<file path="src/rtl/fxp_div_seq.sv">
// fxp_div_seq: issues one job at a time to an fxp_div and queues results.
// Optional macro FXP_DIV_SEQ_SAT_EN: error entries carry a saturated value.
`ifndef FXP_N
`define FXP_N 16
`endif
`ifndef FXP_R
`define FXP_R 8
`endif

module fxp_div_seq #(
   parameter int WIDTH = `FXP_N,
   parameter int FBITS = `FXP_R,
   parameter int DEPTH = 4
) (
   input  logic             clk,
   input  logic             rst,
   input  logic             in_valid,
   output logic             in_ready,
   input  logic [WIDTH-1:0] in_a,
   input  logic [WIDTH-1:0] in_b,
   input  logic             in_last,
   output logic             out_valid,
   input  logic             out_ready,
   output logic [WIDTH-1:0] out_val,
   output logic             out_dbz,
   output logic             out_ovf,
   output logic             out_last,
   output logic             div_start,
   output logic [WIDTH-1:0] div_a,
   output logic [WIDTH-1:0] div_b,
   input  logic             div_busy,
   input  logic             div_valid,
   input  logic             div_dbz,
   input  logic             div_ovf,
   input  logic [WIDTH-1:0] div_val,
   output logic [7:0]       err_cnt
);

   localparam int AW = (DEPTH > 1) ? $clog2(DEPTH) : 1;
   localparam logic [AW:0] FULL_CNT = (AW+1)'(DEPTH);
   localparam logic [AW:0] CNT_ONE = (AW+1)'(1);

   typedef enum logic [1:0] {IDLE, ISSUE, CHECK, WAIT} state_t;

   typedef struct packed {
      logic [WIDTH-1:0] val;
      logic             dbz;
      logic             ovf;
      logic             last;
   } entry_t;

   state_t state, state_nx;

   logic [WIDTH-1:0] hold_a, hold_b;
   logic             hold_last;

   entry_t           mem [DEPTH];
   entry_t           head;
   logic [AW-1:0]    wr_ptr, rd_ptr;
   logic [AW:0]      count;
   logic             full, pop;

   logic             push, push_dbz, push_ovf;
   logic [WIDTH-1:0] push_val, err_val;

   assign div_a = hold_a;
   assign div_b = hold_b;

`ifdef FXP_DIV_SEQ_SAT_EN
   logic sign;
   assign sign = hold_a[WIDTH-1] ^ hold_b[WIDTH-1];
   // Largest magnitude of the expected sign, symmetric around zero
   assign err_val = sign ? {1'b1, {(WIDTH-2){1'b0}}, 1'b1}
                         : {1'b0, {(WIDTH-1){1'b1}}};
`else
   assign err_val = '0;
`endif

   assign full = (count == FULL_CNT);
   assign out_valid = !rst && (count != '0);
   assign pop = out_valid && out_ready;
   assign head = mem[rd_ptr];
   assign out_val = out_valid ? head.val : '0;
   assign out_dbz = out_valid && head.dbz;
   assign out_ovf = out_valid && head.ovf;
   assign out_last = out_valid && head.last;

   always_comb begin
      state_nx = state;
      in_ready = 1'b0;
      div_start = 1'b0;
      push = 1'b0;
      push_dbz = 1'b0;
      push_ovf = 1'b0;
      push_val = err_val;
      case (state)
         IDLE: begin
            in_ready = !rst && !full;
            if (in_valid && in_ready)
               state_nx = ISSUE;
         end
         ISSUE: begin
            div_start = !rst;
            state_nx = CHECK;
         end
         CHECK: begin
            if (div_dbz) begin
               push = 1'b1;
               push_dbz = 1'b1;
               state_nx = IDLE;
            end else if (div_ovf) begin
               push = 1'b1;
               push_ovf = 1'b1;
               state_nx = IDLE;
            end else begin
               state_nx = WAIT;
            end
         end
         WAIT: begin
            if (!div_busy) begin
               push = 1'b1;
               state_nx = IDLE;
               // Busy dropping without a result means late overflow
               if (div_valid)
                  push_val = div_val;
               else
                  push_ovf = 1'b1;
            end
         end
      endcase
   end

   always_ff @(posedge clk) begin
      if (rst) begin
         state <= IDLE;
         hold_a <= '0;
         hold_b <= '0;
         hold_last <= 1'b0;
         wr_ptr <= '0;
         rd_ptr <= '0;
         count <= '0;
         err_cnt <= '0;
      end else begin
         state <= state_nx;
         if (in_valid && in_ready) begin
            hold_a <= in_a;
            hold_b <= in_b;
            hold_last <= in_last;
         end
         if (push)
            wr_ptr <= wr_ptr + 1'b1;
         if (pop)
            rd_ptr <= rd_ptr + 1'b1;
         case ({push, pop})
            2'b10: count <= count + CNT_ONE;
            2'b01: count <= count - CNT_ONE;
            default: count <= count;
         endcase
         if (push && (push_dbz || push_ovf) && err_cnt != 8'hFF)
            err_cnt <= err_cnt + 8'd1;
      end
   end

   always_ff @(posedge clk) begin
      if (push)
         mem[wr_ptr] <= '{val: push_val, dbz: push_dbz,
                          ovf: push_ovf, last: hold_last};
   end

endmodule

</file>
<file path="config.mk">
export PLATFORM = sky130hd
export DESIGN_NAME = fxp_div_seq
export DESIGN_NICKNAME = d
export VERILOG_FILES = /design/src/rtl/fxp_div_seq.sv
export SDC_FILE = /design/constraint.sdc
export NUM_CORES = 1
export LEC_CHECK = 0
export ABC_AREA = 1
export ABC_CLOCK_PERIOD_IN_PS = 2500
export CAP_MARGIN = 10
export CORE_MARGIN = 2
export CORE_UTILIZATION = 51
export CTS_CLUSTER_SIZE = 8
export DETAILED_ROUTE_END_ITERATION = 7
export GPL_ROUTABILITY_DRIVEN = 0
export PLACE_DENSITY = 0.76
export SLEW_MARGIN = 20
export SYNTH_ARGS = -nofsm -noshare
export SYNTH_HDL_FRONTEND = slang
export SYNTH_SLANG_ARGS = --single-unit
</file>
<file path="constraint.sdc">
create_clock -name clk -period 2.5 [get_ports clk]
set_input_delay 0.25 -clock clk [delete_from_list [all_inputs] [get_ports clk]]
set_output_delay 0.25 -clock clk [all_outputs]
set_load 0.005 [all_outputs]
</file>
==> run metrics <==
status finished clean; CP Capture Point out_val[14]; Hold WC Path Type in -> reg; Final setup viols 0; ant diodes 0; MaxCap Viol Count 0; Power Density 692 nW/um^2; Die H 109 um; Mapped Cells 561; sequential fraction of the synthesis area 0.588; Via Count 4240; final net count 744; area grow syn2layout 32.1%; WL per Instance 15.1 um; most common cell after layout, fill and taps aside nor2_1; Avg Vias per Cell 5.09; All-Layer GR Usage 0.223; Crit Path Max Fanout 20; gr ovfl total 0; Detailed Route WL 12600 um; Synth Register Bits 128; Worst Setup SP count[1]$_SDFFE_PP0P_; dpl ws 0.0953 ns; Starting Density 0.521; Final Slew Violations 0; Rel. slew slack 0.526; H-Tree Level Count 4; Core Util, Final 0.689; Die Span X 109 um; Hold Vio Cnt, Final 0; # IOs 119; worst vdd ir 0.000392 V; combinational share of power 0.088; clk_skew 0.00603 ns; stages on the worst setup path 6; global-route wire length before repair 20300 um; cells on worst reg2reg path 10; Post CTS Setup Buffer Count 0; Worst-path clk slew 0.06 ns; hold wc startpoint rst; RR Startpoint state[0]$_SDFFE_PP0P_; Root Buffer clkbuf_8; pin count of the biggest net entering global routing 42; row count 38; CTS tree yes; Fin Hold WS 0.236 ns; Cell Area, Synth 5650 um^2; Bufs and invs on worst path 3; fin worst setup slack 0.180 ns; required time of the worst setup path 2.25 ns; Synth Flop Type edfxtp_1; Detailed Place HPWL 7870 um; setup TNS 0 ns; antenna-violating nets left 0; hold buffer count at CTS 0; fin crit share 0.928; vias in the first global route 4246; worst-skew pair later-pin latency 0.52 ns; r2r endpoint count[2]$_SDFFE_PP0P_; EDFF count, synth 76; Startpoint Class register; max incr delay on CP 0.53 ns; layout cells sized above 1 0.167; total core area 10800 um^2; die area 11900 um^2; Max Root-Sink Buffers 2; TritonCTS Sinks 128; synth warn 0; family with the most delay on the worst path buffers and inverters; Slew @ Worst Pin 0.711 ns; net count after synthesis 625; Flop pwr share 0.445; Synth cell types 28; Filler Cell Count 830; Internal 4.01 mW; critical-path cell list inv_1 -> nand3_1 -> nand2_1 -> buf_4 -> a21oi_1 -> clkdlybuf4s50_1; final worst path period need 2.32 ns; Worst EP arrival 2.07 ns; residual DRC count 0; RSZ-0062 raised after global routing no; initial drt markers 244; LEAKAGE 2.74 nW; 1st-pass router iterations 4; Num CTS Buffers 17; initial antenna violation count 0; slowest CP cell clkdlybuf4s50_1; clock share of power 0.467; ys async rst share 0; sw power 1.16 mW; critical path type reg -> out; f_max 431 MHz; syn_area_per_cell 10.1 um^2; IO buf count 118; crit path capture type primary output; R2R Setup Slk 0.34 ns; Sw Ratio 0.224; most frequent cells in the layout nor2_1, clkdlybuf4s50_1, edfxtp_1
==> final cells by class <==
cell class	count	area, um^2	share of cell area
Clock buffer	17	414	0.0555
Clock inverter	15	168	0.0225
Inverter	43	169	0.0226
Sequential cell	128	3320	0.445
Tap cell	140	175	0.0235
Multi-Input combinational cell	359	1930	0.259
Timing Repair Buffer	131	1280	0.172
==> cells in the mapped netlist, types with 9 or more instances <==
master	number	area share
nor2_1	116	0.077
edfxtp_1	76	0.40
nand2_1	70	0.047
dfxtp_1	52	0.18
o21ai_0	46	0.041
inv_1	40	0.027
a21oi_1	36	0.032
a21oi_2	30	0.047
nand3_2	30	0.053
buf_2	13	0.012
nand3_1	12	0.011
clkbuf_1	9	0.0060
==> metrics by stage <==
stage | power, mW | instances | cell area, um^2
after CTS | 5.21 | 833 | 7450
after global placement | 2.79 | 801 | 6860
after global routing | 5.37 | 833 | 7460
after floorplan | 2.60 | 561 | 5650
after detailed placement | 2.80 | 801 | 6860
final | 5.16 | 833 | 7460
==> how the worst min path moves through the flow <==
| stage | end | slack (ns) | cells past startpoint |
|---|---|---|---|
| after global routing | err_cnt[5]$_SDFFE_PP0P_ | 0.26 | 4 |
| after floorplan | div_a[10]$_SDFFE_PP0P_ | 0.39 | 2 |
| after detailed placement | div_b[13]$_SDFFE_PP0P_ | 0.46 | 2 |
| after global placement | div_b[14]$_SDFFE_PP0P_ | 0.45 | 2 |
| final | err_cnt[5]$_SDFFE_PP0P_ | 0.24 | 4 |
| after CTS | err_cnt[5]$_SDFFE_PP0P_ | 0.21 | 4 |
==> layer usage <==
metal	wire length [um]	track usage	vias to the layer above
met5	0	0	-
met4	181	0.0769	0
met3	949	0.0813	21
met2	6070	0.370	128
li1	-	-	2118
met1	5370	0.269	1973
==> repair_timing <==
item	4_1_cts	5_1_grt
gates resized for setup	4	5
pin swaps	0	3
endpoints found under the setup margin	13	8
==> worst reg2reg max path, cell delays in order, from the launching register on <==
cell and delay, ns:
dfxtp_1 0.36, nand2_1 0.13, nor2_1 0.08, a21oi_2 0.31, ha_1 0.23, inv_1 0.08, fa_1 0.38, a21oi_1 0.15
o21ai_0 0.13, nor2_1 0.14, nor2_1 0.06
==> kinds of logic (layout without fill, tap and decap cells) <==
logic type	count (synthesis)	in the layout	synth area share
AOI/OAI and AO/OA	114	114	0.122
adders and majority gates	7	7	0.0168
and+or+nand+nor	235	235	0.198
buffers and inverters	74	206	0.0700
xor gates and xnor gates	3	3	0.00465
DFF	128	128	0.588
==> registers in the layout (all words and copies together), names as in the netlist, named ones only <==
register,cells
mem,76
div_a,16
div_b,16
err_cnt,8
count,3
rd_ptr,2
state,2
wr_ptr,2
hold_last,1
==> power by group through the flow <==
stage / Combinational [mW] / Sequential [mW] / Clock [mW]
2_1_floorplan: 0.259 / 2.34 / 0
3_3_place_gp: 0.447 / 2.34 / 0
3_5_place_dp: 0.457 / 2.34 / 0
4_1_cts: 0.461 / 2.30 / 2.45
5_1_grt: 0.503 / 2.30 / 2.56
6_report: 0.456 / 2.30 / 2.41
Power figures use the tool's default switching activity.
